`src/rtl/input_conditioner_pkg.sv`:
```
// Shared constants for the input conditioner: switch count, default debounce
// and tick-divider lengths, and a counter-width helper.
package input_conditioner_pkg;

  localparam int NUM_SWITCHES        = 8;
  localparam int DEF_DEBOUNCE_CYCLES = 500000;
  localparam int DEF_TICK_DIV        = 2097152;

  // Bits needed to hold every value 0..max_val (never less than one bit).
  function automatic int cnt_width(input int max_val);
    return (max_val < 2) ? 1 : $clog2(max_val + 1);
  endfunction

endpackage

```
`src/rtl/debounce_bit.sv`:
```
// One raw input: 2-flop synchronizer, then a stable level that only follows
// the synchronized value after it has held for DEBOUNCE_CYCLES clocks.
module debounce_bit
  import input_conditioner_pkg::*;
#(
  parameter int DEBOUNCE_CYCLES = DEF_DEBOUNCE_CYCLES
) (
  input  logic clk,
  input  logic reset,
  input  logic raw,
  output logic db
);

  localparam int                CNT_W    = cnt_width(DEBOUNCE_CYCLES);
  localparam logic [CNT_W-1:0]  CNT_LAST = CNT_W'(DEBOUNCE_CYCLES - 1);
  localparam logic [CNT_W-1:0]  CNT_MAX  = CNT_W'(DEBOUNCE_CYCLES);

  logic             sync_p0;
  logic             sync_p1;
  logic             stable_p2;
  logic [CNT_W-1:0] cnt_p2;

  function automatic logic [CNT_W-1:0] sat_inc(input logic [CNT_W-1:0] v);
    return (v == CNT_MAX) ? v : v + 1'b1;
  endfunction

  always_ff @(posedge clk or posedge reset) begin
    if (reset) begin
      sync_p0   <= 1'b0;
      sync_p1   <= 1'b0;
      stable_p2 <= 1'b0;
      cnt_p2    <= '0;
    end else begin
      // synchronizer stages
      sync_p0 <= raw;
      sync_p1 <= sync_p0;
      // debounce stage: any agreement with the stable level restarts the count
      if (sync_p1 == stable_p2) begin
        cnt_p2 <= '0;
      end else if (cnt_p2 == CNT_LAST) begin
        stable_p2 <= sync_p1;
        cnt_p2    <= '0;
      end else begin
        cnt_p2 <= sat_inc(cnt_p2);
      end
    end
  end

  assign db = stable_p2;

endmodule

```
`src/rtl/input_conditioner.sv`:
```
// Conditions the slide switches and transfer button, and generates the
// periodic tick enable used by downstream logic.
module input_conditioner
  import input_conditioner_pkg::*;
#(
  parameter int DEBOUNCE_CYCLES = DEF_DEBOUNCE_CYCLES,
  parameter int TICK_DIV        = DEF_TICK_DIV
) (
  input  logic                    clk,
  input  logic                    reset,
  input  logic [NUM_SWITCHES-1:0] switches_raw,
  input  logic                    transfer_raw,
  output logic [NUM_SWITCHES-1:0] switches_db,
  output logic                    transfer_db,
  output logic                    transfer_rise,
  output logic                    tick
);

  localparam int               TICK_W    = cnt_width(TICK_DIV - 1);
  localparam logic [TICK_W-1:0] TICK_LAST = TICK_W'(TICK_DIV - 1);

  logic [NUM_SWITCHES:0] raw_all;
  logic [NUM_SWITCHES:0] db_all;
  logic                  transfer_prev_p0;
  logic [TICK_W-1:0]     tick_cnt_p0;

  assign raw_all = {transfer_raw, switches_raw};

  for (genvar i = 0; i <= NUM_SWITCHES; i++) begin : g_db
    debounce_bit #(
      .DEBOUNCE_CYCLES(DEBOUNCE_CYCLES)
    ) u_db (
      .clk  (clk),
      .reset(reset),
      .raw  (raw_all[i]),
      .db   (db_all[i])
    );
  end

  assign switches_db = db_all[NUM_SWITCHES-1:0];
  assign transfer_db = db_all[NUM_SWITCHES];

  always_ff @(posedge clk or posedge reset) begin
    if (reset) begin
      transfer_prev_p0 <= 1'b0;
      tick_cnt_p0      <= '0;
    end else begin
      // edge-detect and divider stage
      transfer_prev_p0 <= transfer_db;
      tick_cnt_p0      <= (tick_cnt_p0 == TICK_LAST) ? '0 : tick_cnt_p0 + 1'b1;
    end
  end

  assign transfer_rise = transfer_db & ~transfer_prev_p0;
  assign tick          = (tick_cnt_p0 == TICK_LAST);

endmodule

```
`config.mk`:
```
export PLATFORM = sky130hd
export DESIGN_NAME = input_conditioner
export DESIGN_NICKNAME = d
export VERILOG_FILES = /design/src/rtl/input_conditioner_pkg.sv /design/src/rtl/debounce_bit.sv /design/src/rtl/input_conditioner.sv
export SDC_FILE = /design/constraint.sdc
export NUM_CORES = 1
export LEC_CHECK = 0
export CELL_PAD_IN_SITES_DETAIL_PLACEMENT = 2
export CELL_PAD_IN_SITES_GLOBAL_PLACEMENT = 2
export CORE_MARGIN = 10
export CORE_UTILIZATION = 38
export DETAILED_ROUTE_END_ITERATION = 7
export DONT_BUFFER_PORTS = 1
export GPL_ROUTABILITY_DRIVEN = 0
export HOLD_SLACK_MARGIN = 0.05
export PLACE_DENSITY = 0.73
export SYNTH_ARGS = -nofsm -noshare
export SYNTH_HDL_FRONTEND = slang
export SYNTH_SLANG_ARGS = --single-unit
```
`constraint.sdc`:
```
create_clock -name clk -period 8.2 [get_ports clk]
set_input_delay 2.05 -clock clk [delete_from_list [all_inputs] [get_ports clk]]
set_output_delay 2.05 -clock clk [all_outputs]
set_load 0.01 [all_outputs]
```
== After elaboration in Yosys (flattened, before gate mapping) ==
Cells that the tools add are included.

* Flip-flop bits (word level): 220
* Bits in latches: 0
* RAM bits: 0
* ROM bits: 0
* Input bits: 11
* Output and inout port bits: 11
* Word-level logic and storage cells: 133
* Memories kept: 0

* Add/subtract/negate cells: 10
* $mul: 0
* Div/mod/pow operators: 0
* $lt $le $gt $ge: 0
* Equal/unequal tests: 37
* Shifts and indexed selects: 0
* Muxes and demuxes: 28
* Bitwise logic cells: 11
* Reduce and logical (&&, ||, !) cells: 9

{| class="wikitable"
|+ Operator list
! kind !! number
|-
| 2-to-1 mux 19 bit || 27
|-
| equality test 19 bit (second input constant) || 18
|-
| adder 19 x 1 -> 19 bit (second input constant) || 9
|-
| inequality test 3 x 1 -> 1 bit (second input constant) || 9
|-
| adder 21 x 1 -> 21 bit (second input constant) || 1
|-
| equality test 21 bit (second input constant) || 1
|-
| 2-to-1 mux 21 bit || 1
|-
| AND reduction 2 bit || 9
|-
| NOT 1 bit || 10
|-
| equality test 1 bit || 9
|-
| AND 1 bit || 1
|}

== Longest topological paths before layout ==
Gate-level depths: netlist of the first run.

* Depth in word-level cells: 4
* Mapped depth: 6
* Mapped depth without buffers: 6

== Cells and area by module ==
From an unflattened synthesis of the first run, not the netlist that was laid out.

* Cells, all modules: 1149
* Area total of the unflattened synthesis: 12229.2 µm²

{| class="wikitable"
|+ Modules (own cells, without submodules)
! module !! instances !! cells each !! area each (µm²) !! seq. area each (µm²)
|-
| debounce_bit || 9 || 117 || 1242.4 || 550.5
|-
| input_conditioner || 1 || 96 || 1047.3 || 550.5
|}

== Least setup slack after synthesis of the first run ==
Ideal clock, no wire load.

* Kind: flip-flop to output port
* From: register tick_cnt_p0[2]
* To: output tick
* Data arrival time: 1.664 ns
* Required time: 6.150 ns
* Path slack: 4.486 ns
* Cell stages (with the launch flop): 6
* Path buffers: 2
* Cell sequence: dfrtp_1 and4_1 clkbuf_1 nand3_1 nor3_1 clkbuf_1

* Word-level cells in the longest chain between the ends: 1

{| class="wikitable"
|+ Ends and longest elaborated chain
! element !! RTL line !! text
|-
| from (decl) || input_conditioner.sv:25 || <nowiki>logic [TICK_W-1:0] tick_cnt_p0;</nowiki>
|-
| from (signal assigned) || input_conditioner.sv:50 || <nowiki>tick_cnt_p0 <= (tick_cnt_p0 == TICK_LAST) ? '0 : tick_cnt_p0 + 1'b1;</nowiki>
|-
| equality test 21 bit || input_conditioner.sv:55 || <nowiki>assign tick = (tick_cnt_p0 == TICK_LAST);</nowiki>
|-
| to (decl) || input_conditioner.sv:16 || <nowiki>output logic tick</nowiki>
|}

No other way between the ends.

== Final worst setup path of the first run ==
Ends and elaborated chain as after synthesis.

==> results of run 1 <==
power groups by stage:
stage	Clock, uW	Sequential [uW]	Combinational (uW)
6_report	1190	1120	85.2
2_1_floorplan	0	1130	62.0
4_1_cts	1230	1120	89.8
5_1_grt	1270	1120	100
3_5_place_dp	0	1140	88.7
3_3_place_gp	0	1140	85.8
metrics by stage:
step	hold slack [ns]	power, uW	worst slack, ns	cells	util [%]
final	0.348	2390	3.71	1532	43.0
after global routing	0.360	2500	3.43	1532	43.0
after CTS	0.352	2440	3.62	1532	43.0
after detailed placement	0.338	1230	4.21	1484	39.9
after global placement	0.334	1220	4.25	1484	39.9
after floorplan	0.331	1200	0.129	1128	-
cell families (layout without fill, tap and decap cells):
family          after synthesis  in the layout  share of synthesized area (%)
simple gates                499            499                           24.5
compound gates              161            161                           9.36
xor+xnor                    129            129                           10.1
fa+ha+maj                    19             19                           2.12
buf+inv                      85            105                           3.35
mux                          15             15                           1.44
flops                       220            220                           49.1
registers in the layout, indices dropped and copies added (netlist names):
register           flops
g_db.u_db.cnt_p2     171
tick_cnt_p0           21
g_db.u_db.db           9
g_db.u_db.sync_p0      9
g_db.u_db.sync_p1      9
transfer_prev_p0       1
cell usage in the layout, fill, tap and decap left out, types with 7 or more instances in the layout:
master,netlist,final
o21ai_0,36,36
nand4_1,48,48
and4_1,17,17
o31ai_1,26,26
nand2_1,71,71
nor4b_1,12,12
nand2b_1,16,16
nand3_1,52,52
nor3_1,36,35
inv_1,53,52
and2_1,7,7
xnor2_1,65,65
nor4_1,16,16
clkbuf_1,15,7
or4_1,31,31
or3_1,35,35
xor2_1,64,64
nor2_1,115,115
nor2b_1,8,8
dfrtp_1,220,220
ha_1,19,19
a21oi_1,57,57
clkbuf_16,0,27
o21ai_2,7,7
mux2_2,9,9
worst max-delay path: stages, from the launching register on:
cell and delay [ns]:
dfrtp_1 0.41, and4_1 0.39, nand3_1 0.30, nor3_2 0.79
metal layers:
metal  routed length (um)  vias up
li1                     -     4040
met1                12500     4348
met2                13200       52
met3                  616       28
met4                  438        0
met5                    0        -
final timing paths:
kind	start	to	slack, ns	cells past startpoint
min in group asynchronous	reset	g_db[3].u_db.cnt_p2[12]$_DFFE_PP0P_	1.56	1
hold / removal	g_db[7].u_db.sync_p0$_DFF_PP0_	g_db[7].u_db.sync_p1$_DFF_PP0_	0.35	0
setup / recovery	tick_cnt_p0[2]$_DFF_PP0_	tick	3.71	3
max in group asynchronous	reset	g_db[2].u_db.cnt_p2[17]$_DFFE_PP0P_	4.87	2
setup reg to reg	g_db[1].u_db.cnt_p2[7]$_DFFE_PP0P_	g_db[1].u_db.cnt_p2[1]$_DFFE_PP0P_	5.74	4
hold reg to reg	g_db[7].u_db.sync_p0$_DFF_PP0_	g_db[7].u_db.sync_p1$_DFF_PP0_	0.35	0
cell type report:
type                    count  area share (%)
flip-flops and latches    220            44.3
multi-input cells         823            42.9
inverters                  53            1.66
clock buffers              40            6.31
repair buffers              4           0.242
well taps                 384            3.86
clock inverters             8           0.775
==> impl_metrics.env, run 1 <==
export IMPL_status="complete, no violations"
export IMPL_synthCells=1128
export IMPL_seq_area_um2=5510
export IMPL_powerDensity_nw_per_um2=192
export IMPL_num_rows=62
export IMPL_ys_types=57
export IMPL_h_tree_depth=1
export IMPL_wl_per_cell_um=17.5
export IMPL_grt_pass1_vias=9333
export IMPL_switching_power_uw=545
export IMPL_leakage_uw=0.00482
export IMPL_wl_um=26800
export IMPL_switching_share_pct=22.8
export IMPL_cts_root_buf="clkbuf_16"
export IMPL_synth_flop_cell="dfrtp_1"
export IMPL_numCtsBuffers=27
export IMPL_place_area_um2=11600
export IMPL_syn_area_per_cell_um2=9.93
export IMPL_nets=1159
export IMPL_synthTopCellsByArea="dfrtp_1 (49%), xnor2_1 (5.1%), xor2_1 (5.0%)"
export IMPL_ant_nets=0
export IMPL_clk_latency_ns=0.54
export IMPL_vdd_drop_max_mv=0.154
export IMPL_setup_tns_ns=0
export IMPL_finalMaxSlewViolations=0
export IMPL_setup_violations=0
export IMPL_seq_power_share_pct=46.8
export IMPL_path_clk_slew_ns=0.06
export IMPL_worst_pin_slew_ns=1.03
export IMPL_grt_pass1_wl_um=47200
export IMPL_overflow=0
export IMPL_busiest_layer="met2"
export IMPL_multi_input_area_um2=5330
export IMPL_synth_edf_count=0
export IMPL_cp_max_fo=12
export IMPL_synthesis_yosys_warnings=0
export IMPL_seq_area_frac_synth_pct=49.1
export IMPL_clockBufferDepth=3
export IMPL_start_util_pct=38.7
export IMPL_postCtsHoldBufs=0
export IMPL_yosysTopAreaCellShare_pct=49.1
export IMPL_ys_seq_elements=220
export IMPL_tritoncts="yes"
export IMPL_synth_common_cells="dfrtp_1 (220), nor2_1 (115), nand2_1 (71)"
export IMPL_syn_area_um2=11200
export IMPL_area_growth_pct=11.0
export IMPL_comb_power_share_pct=3.6
export IMPL_via_count=8468
export IMPL_fin_skew_ns=0.0210
export IMPL_drt_first_pass_iters=4
export IMPL_grt_max_degree=142
export IMPL_relSlewSlack_pct=31.2
export IMPL_worstSetupPathType="reg2out"
export IMPL_grtUsageMet3_pct=2.23
export IMPL_critPathCaptureType="primary output"
export IMPL_drt_iter0_markers=290
export IMPL_intPower_uw=1850
export IMPL_syn_num_nets=1158
export IMPL_drc_errors=0
export IMPL_gr_usage_met2_pct=25.7
export IMPL_yosys_area_top_type="dfrtp_1"
export IMPL_arrival_ns=2.44
export IMPL_clock_fmax_mhz=223
export IMPL_pwr_share_clk_pct=49.6
export IMPL_yosysMostFrequentCell="dfrtp_1"
export IMPL_final_fill_count=3098
export IMPL_die_area_um2=36800
export IMPL_antenna_cells=0
export IMPL_drv_cap=0
export IMPL_async_flop_share_pct=100
export IMPL_track_usage_pct=15.0
export IMPL_die_y_um=192
export IMPL_cp_data_required_time_ns=6.15
export IMPL_portBuffers=0
export IMPL_drive_gt1_share_pct=6.88
export IMPL_cp_start_kind="flop"
export IMPL_grt_antenna_before_repair=0
export IMPL_design_portCount=22
export IMPL_rsz0062_at_grt="false"
export IMPL_die_w_um=192
export IMPL_cts_repair_resized=0
export IMPL_final_cell_area_um2=12400
export IMPL_dp_hpwl_um=17700
export IMPL_hold_viol_final=0
export IMPL_min_path_type="reg2reg"
export IMPL_cts_setup_buffers=0
export IMPL_coreArea_um2=28900
export IMPL_grt_use_met1_pct=19.8
export IMPL_via_per_inst=5.53
export IMPL_cts_sinks=220
export IMPL_finalCriticalPeriod_ns=4.49
export IMPL_fin_crit_sh_pct=54.8
No activity file was read; power rests on OpenSTA's default activity.
==> run 2: changes to the inputs <==
- clock period: 8.2 -> 3.76 ns (I/O delays scaled with it)
==> run 2 against run 1 <==
Clock power is 120% higher. Critical path type unchanged. Setup slack worse by 2.9 ns. Worst hold slack about the same. Global-route usage rose by 0.20 points. Sequential cell count unchanged. First-iteration DRC count is 30% higher. Count of clock-buffer cells in the layout is 5 lower.
==> impl_metrics.env, run 2 (synthesis results as in run 1) <==
export IMPL_area_growth_pct=11.7
export IMPL_dp_hpwl_um=18700
export IMPL_h_tree_depth=1
export IMPL_postCtsHoldBufs=0
export IMPL_grt_max_degree=61
export IMPL_vdd_drop_max_mv=0.372
export IMPL_fin_crit_sh_pct=78.6
export IMPL_top_register="g_db.u_db.cnt_p2"
export IMPL_antenna_cells=0
export IMPL_wl_per_cell_um=17.7
export IMPL_die_y_um=192
export IMPL_cp_top_family="simple AND/OR/NAND/NOR gates"
export IMPL_drive_gt1_share_pct=7.81
export IMPL_grt_antenna_before_repair=0
export IMPL_largest_reg_flops=171
export IMPL_switching_share_pct=22.9
export IMPL_final_fill_count=3090
export IMPL_final_cell_area_um2=12500
export IMPL_finalMaxSlewViolations=0
export IMPL_cts_setup_buffers=0
export IMPL_die_w_um=192
export IMPL_coreArea_um2=28900
export IMPL_drv_cap=0
export IMPL_numCtsBuffers=27
export IMPL_clock_fmax_mhz=339
export IMPL_cts_sinks=220
export IMPL_rr_endpoint="g_db[1].u_db.cnt_p2[8]$_DFFE_PP0P_"
export IMPL_pwr_share_clk_pct=49.7
export IMPL_switching_power_uw=1200
export IMPL_place_area_um2=11600
export IMPL_wl_um=27200
export IMPL_hold_viol_final=0
export IMPL_final_cell_mix="dfrtp_1 (220), nor2_1 (115), nand2_1 (71)"
export IMPL_track_usage_pct=15.2
export IMPL_comb_power_share_pct=3.7
export IMPL_cp_data_required_time_ns=2.82
export IMPL_worst_pin_slew_ns=0.775
export IMPL_die_area_um2=36800
export IMPL_clockBufferDepth=3
export IMPL_cp_num_buf_inv=0
export IMPL_grt_pass1_vias=9337
export IMPL_status="complete, no violations"
export IMPL_rsz0062_at_grt="false"
export IMPL_r2r_start="g_db[1].u_db.cnt_p2[7]$_DFFE_PP0P_"
export IMPL_path_clk_slew_ns=0.06
export IMPL_portBuffers=0
export IMPL_nets=1165
export IMPL_drc_errors=0
export IMPL_setup_violations=0
export IMPL_whs_ns=0.347
export IMPL_total_power_uw=5240
export IMPL_via_per_inst=5.56
export IMPL_reg_top3="g_db.u_db.cnt_p2: 171 flops, tick_cnt_p0: 21 flops"
export IMPL_start_util_pct=38.7
export IMPL_hold_depth=0
export IMPL_overflow=0
export IMPL_min_path_type="reg2reg"
export IMPL_min_from="g_db[3].u_db.sync_p0$_DFF_PP0_"
export IMPL_worstSetupPathType="reg2out"
export IMPL_mostFrequentLayoutCell="dfrtp_1"
export IMPL_setup_tns_ns=0
export IMPL_design_portCount=22
export IMPL_ant_nets=0
export IMPL_cp_max_fo=8
export IMPL_clk_latency_ns=0.53
export IMPL_cpMaxStageDelayCell="dfrtp_1"
export IMPL_via_count=8542
export IMPL_drt_first_pass_iters=5
export IMPL_leakage_uw=0.00488
export IMPL_cp_start_kind="flop"
export IMPL_tritoncts="yes"
export IMPL_grt_pass1_wl_um=48100
export IMPL_cp_cell_sequence="and4_1, nand3_1, nor3_2"
export IMPL_hold_path_end="g_db[3].u_db.sync_p1$_DFF_PP0_"
export IMPL_cp_slowest_stage_delay_ns=0.42
export IMPL_cts_root_buf="clkbuf_16"
export IMPL_relSlewSlack_pct=48.0
export IMPL_fin_skew_ns=0.00887
export IMPL_r2r_slack_ns=1.43
export IMPL_critPathCaptureType="primary output"
export IMPL_cts_repair_resized=0
export IMPL_finalCriticalPeriod_ns=2.95
export IMPL_seq_power_share_pct=46.6
export IMPL_intPower_uw=4040
export IMPL_drt_iter0_markers=378
export IMPL_num_rows=62
export IMPL_powerDensity_nw_per_um2=418
export IMPL_arrival_ns=2.01
export IMPL_reg2reg_depth=4
[run 2: cell count changes in the layout (fill, tap and decap cells not counted), sizes merged]
cell    change
buf         +6
clkbuf      -5
clkinv      +6
inv         -2
[run 2: per-stage QoR]
| step | setup WS [ns] | utilization, % | instances |
|---|---|---|---|
| after global routing | 0.620 | 43.3 | 1537 |
| after global placement | 1.43 | 40.2 | 1490 |
| after floorplan | -0.0481 | - | 1128 |
| after CTS | 0.736 | 43.3 | 1537 |
| after detailed placement | 1.36 | 40.2 | 1490 |
| final | 0.806 | 43.3 | 1537 |
[run 2: worst max-delay path by stage]
stage	start	end	slack (ns)	cells after the start
after floorplan	reset	g_db[0].u_db.cnt_p2[0]$_DFFE_PP0P_	-0.05	1
after global placement	g_db[3].u_db.cnt_p2[9]$_DFFE_PP0P_	g_db[3].u_db.cnt_p2[1]$_DFFE_PP0P_	1.43	4
after detailed placement	tick_cnt_p0[2]$_DFF_PP0_	tick	1.36	3
after CTS	tick_cnt_p0[2]$_DFF_PP0_	tick	0.74	3
after global routing	tick_cnt_p0[2]$_DFF_PP0_	tick	0.62	3
final	tick_cnt_p0[2]$_DFF_PP0_	tick	0.81	3
[run 2: metal layers]
metal	vias up	part of all wire, %	GRT usage, %
met3	31	2.3	2.07
li1	4052	-	-
met1	4400	47	20.4
met5	-	0	0
met4	0	1.7	2.97
met2	59	49	25.8
[run 2: layout make-up]
type | count | area [um^2] | share of cell area (%)
flip-flops and latches | 220 | 5510 | 44.0
multi-input cells | 823 | 5330 | 42.6
well taps | 384 | 480 | 3.84
clock inverters | 12 | 114 | 0.909
repair buffers | 10 | 113 | 0.899
clock buffers | 35 | 776 | 6.20
inverters | 53 | 203 | 1.62
[run 2: power groups by stage]
stage	registers, uW	logic (uW)	clock network [uW]
floorplan	2470	136	0
global placement	2480	196	0
detailed placement	2480	202	0
CTS	2440	204	2690
global route	2450	230	2790
finish	2440	196	2600
==> RTL edit: new RTL, config.mk and constraints of run 2 <==
The package constant `DEF_DEBOUNCE_CYCLES` goes from 500000 to 2000000.
--- a/src/rtl/input_conditioner_pkg.sv
+++ b/src/rtl/input_conditioner_pkg.sv
@@ -5,3 +5,3 @@
   localparam int NUM_SWITCHES        = 8;
-  localparam int DEF_DEBOUNCE_CYCLES = 500000;
+  localparam int DEF_DEBOUNCE_CYCLES = 2000000;
   localparam int DEF_TICK_DIV        = 2097152;
Formal check against the unedited RTL: no difference found for any inputs over 10 cycles, from zero or initial values and one cycle with reset high; that may be too few to reach the edited logic, so the function may still have changed.
==> RTL edit against run 2 <==
Setup slack lost 0.43 ns. Synthesized area up 3.7%. Final cell count up 3.1%. Final area is 3.2% higher. Combinational power decreased by 8%. Total power rose by 3.8%. Wire length is 2.9% lower. Sequential share of layout area is 2.1 points higher. Via count down 1.9%. Sequential cell count rose by 18. Highest routed layer unchanged.
==> RTL edit: results (changes against run 2) <==
cts_setup_buffers: 0  # unchanged
synth.distinct_cells: 48  # -16%
top_regs: "g_db.u_db.cnt_p2: 189 flops, tick_cnt_p0: 21 flops"
antenna_cells: 0  # unchanged
cap_violations: 0  # unchanged
total_power_mw: 5.44  # +3.8%
hp-class: "flip-flop to flip-flop"
synthMuxAreaShare: 0.00872  # -0.00568
synthTopCellsByArea: "dfrtp_1 51%, xor2_1 8.4%, nor2_1 6.3%"
final_cells: 1585  # +3.1%
p_int_mw: 4.21  # +4.4%
status: "completed"
grt_pass1_vias: 9376  # +0.42%
critPathTopFamily: "simple AND/OR/NAND/NOR gates"
clk_pin_slew_ns: 0.05
crit_slowest_cell: "nor3_1"
cts_resized: 0  # unchanged
ctsRootBufferMaster: "clkbuf_16"
synth_common_cells: "238 x dfrtp_1, 195 x nor2_1, 111 x xor2_1"
dp_cells: 1537  # +3.2%
synth-xor-area-share: 0.136  # +0.0348
crit_fanout: 12  # +4
max_stage_delay_ns: 0.46  # +0.04 ns
power_frac_comb: 0.033  # -0.004
place_ws_ns: 0.933  # -0.430 ns
clk_path_buf_depth: 3  # unchanged
ys_seq_area_frac: 0.512  # +0.0211
htree_levels: 1  # unchanged
ir_drop_mv: 0.320  # -14%
finalClockSkew_ns: 0.0150  # +0.00612 ns
cts_made_buffers: 28  # +3.7%
post-dp-hpwl_um: 17900  # -4.5%
drive_gt1_frac: 0.0653  # -0.0128
avgSynthCellArea_um2: 9.92  # -0.18%
worstSetupEndpointType: "primary output"
ys_warn_count: 0  # unchanged
ys_ff_latch: 238  # +8.2%
routed_via_density: 5.29  # -4.9%
antenna_found_initial: 0  # unchanged
routed_wl_um: 26500  # -2.9%
finalSetupViolations: 0  # unchanged
drt_pass1_iterations: 4  # -1
synth_nets: 1202  # +3.8%
placed_cell_area_um2: 12000  # +3.4%
leakagePower_nw: 5.40  # +11%
p_seq_mw: 2.63  # +8%
crit_arrival_ns: 2.45  # +0.44 ns
nFillCells: 3217  # +4.1%
top_power_group: "registers"
grt_pass1_wl_um: 47300  # -1.8%
ys.flop_type: "dfrtp_1"
grt.total_usage: 0.142  # -0.0106
grt_max_degree: 75  # +23%
ys_async_sr_fraction: 1.00  # unchanged
clk_latency_ns: 0.55  # +0.02 ns
synth_compound_area_frac: 0.0282  # -0.0654
synth-adder-area-share: 0.0205  # -0.000761
slew_headroom: 0.350  # -0.130
port_buffers: 0  # unchanged
drt_iter0_drc: 322  # -15%
-- RTL edit: area by class of cell --
class / instances / area, um2 / area share
inverters: 38 / 146 / 0.0113
clock buffers: 42 / 823 / 0.0637
clock inverters: 6 / 66.3 / 0.00513
multi-input cells: 861 / 5330 / 0.412
repair buffers: 10 / 113 / 0.00872
well taps: 390 / 488 / 0.0378
flip-flops and latches: 238 / 5960 / 0.461
-- RTL edit: cells by family (layout without fill, tap and decap cells) --
kind of cell               Yosys count  count (layout)
adders and majority gates           19              19
DFF                                238             238
AOI/OAI and AO/OA                   55              55
xor gates and xnor gates           180             180
buffers and inverters               73              96
muxes                                9               9
and+or+nand+nor                    598             598
-- RTL edit: routing by layer --
layer,GRT usage,vias to the layer above,wire [um]
li1,-,3998,-
met1,0.186,4293,12300
met2,0.242,53,13000
met3,0.0207,34,599
met4,0.0307,0,518
met5,0,-,0
-- RTL edit: worst paths after layout --
path,startpoint,endpoint,slack [ns],cells past startpoint
setup reg to reg,g_db[5].u_db.cnt_p2[16]$_DFFE_PP0P_,g_db[5].u_db.cnt_p2[0]$_DFFE_PP0P_,0.95,5
hold reg to reg,g_db[4].u_db.sync_p0$_DFF_PP0_,g_db[4].u_db.sync_p1$_DFF_PP0_,0.35,0
min in group asynchronous,reset,g_db[5].u_db.db$_DFFE_PP0P_,0.42,1
setup / recovery,tick_cnt_p0[0]$_DFF_PP0_,tick,0.37,6
hold / removal,g_db[4].u_db.sync_p0$_DFF_PP0_,g_db[4].u_db.sync_p1$_DFF_PP0_,0.35,0
max in group asynchronous,reset,g_db[8].u_db.cnt_p2[6]$_DFFE_PP0P_,2.49,2
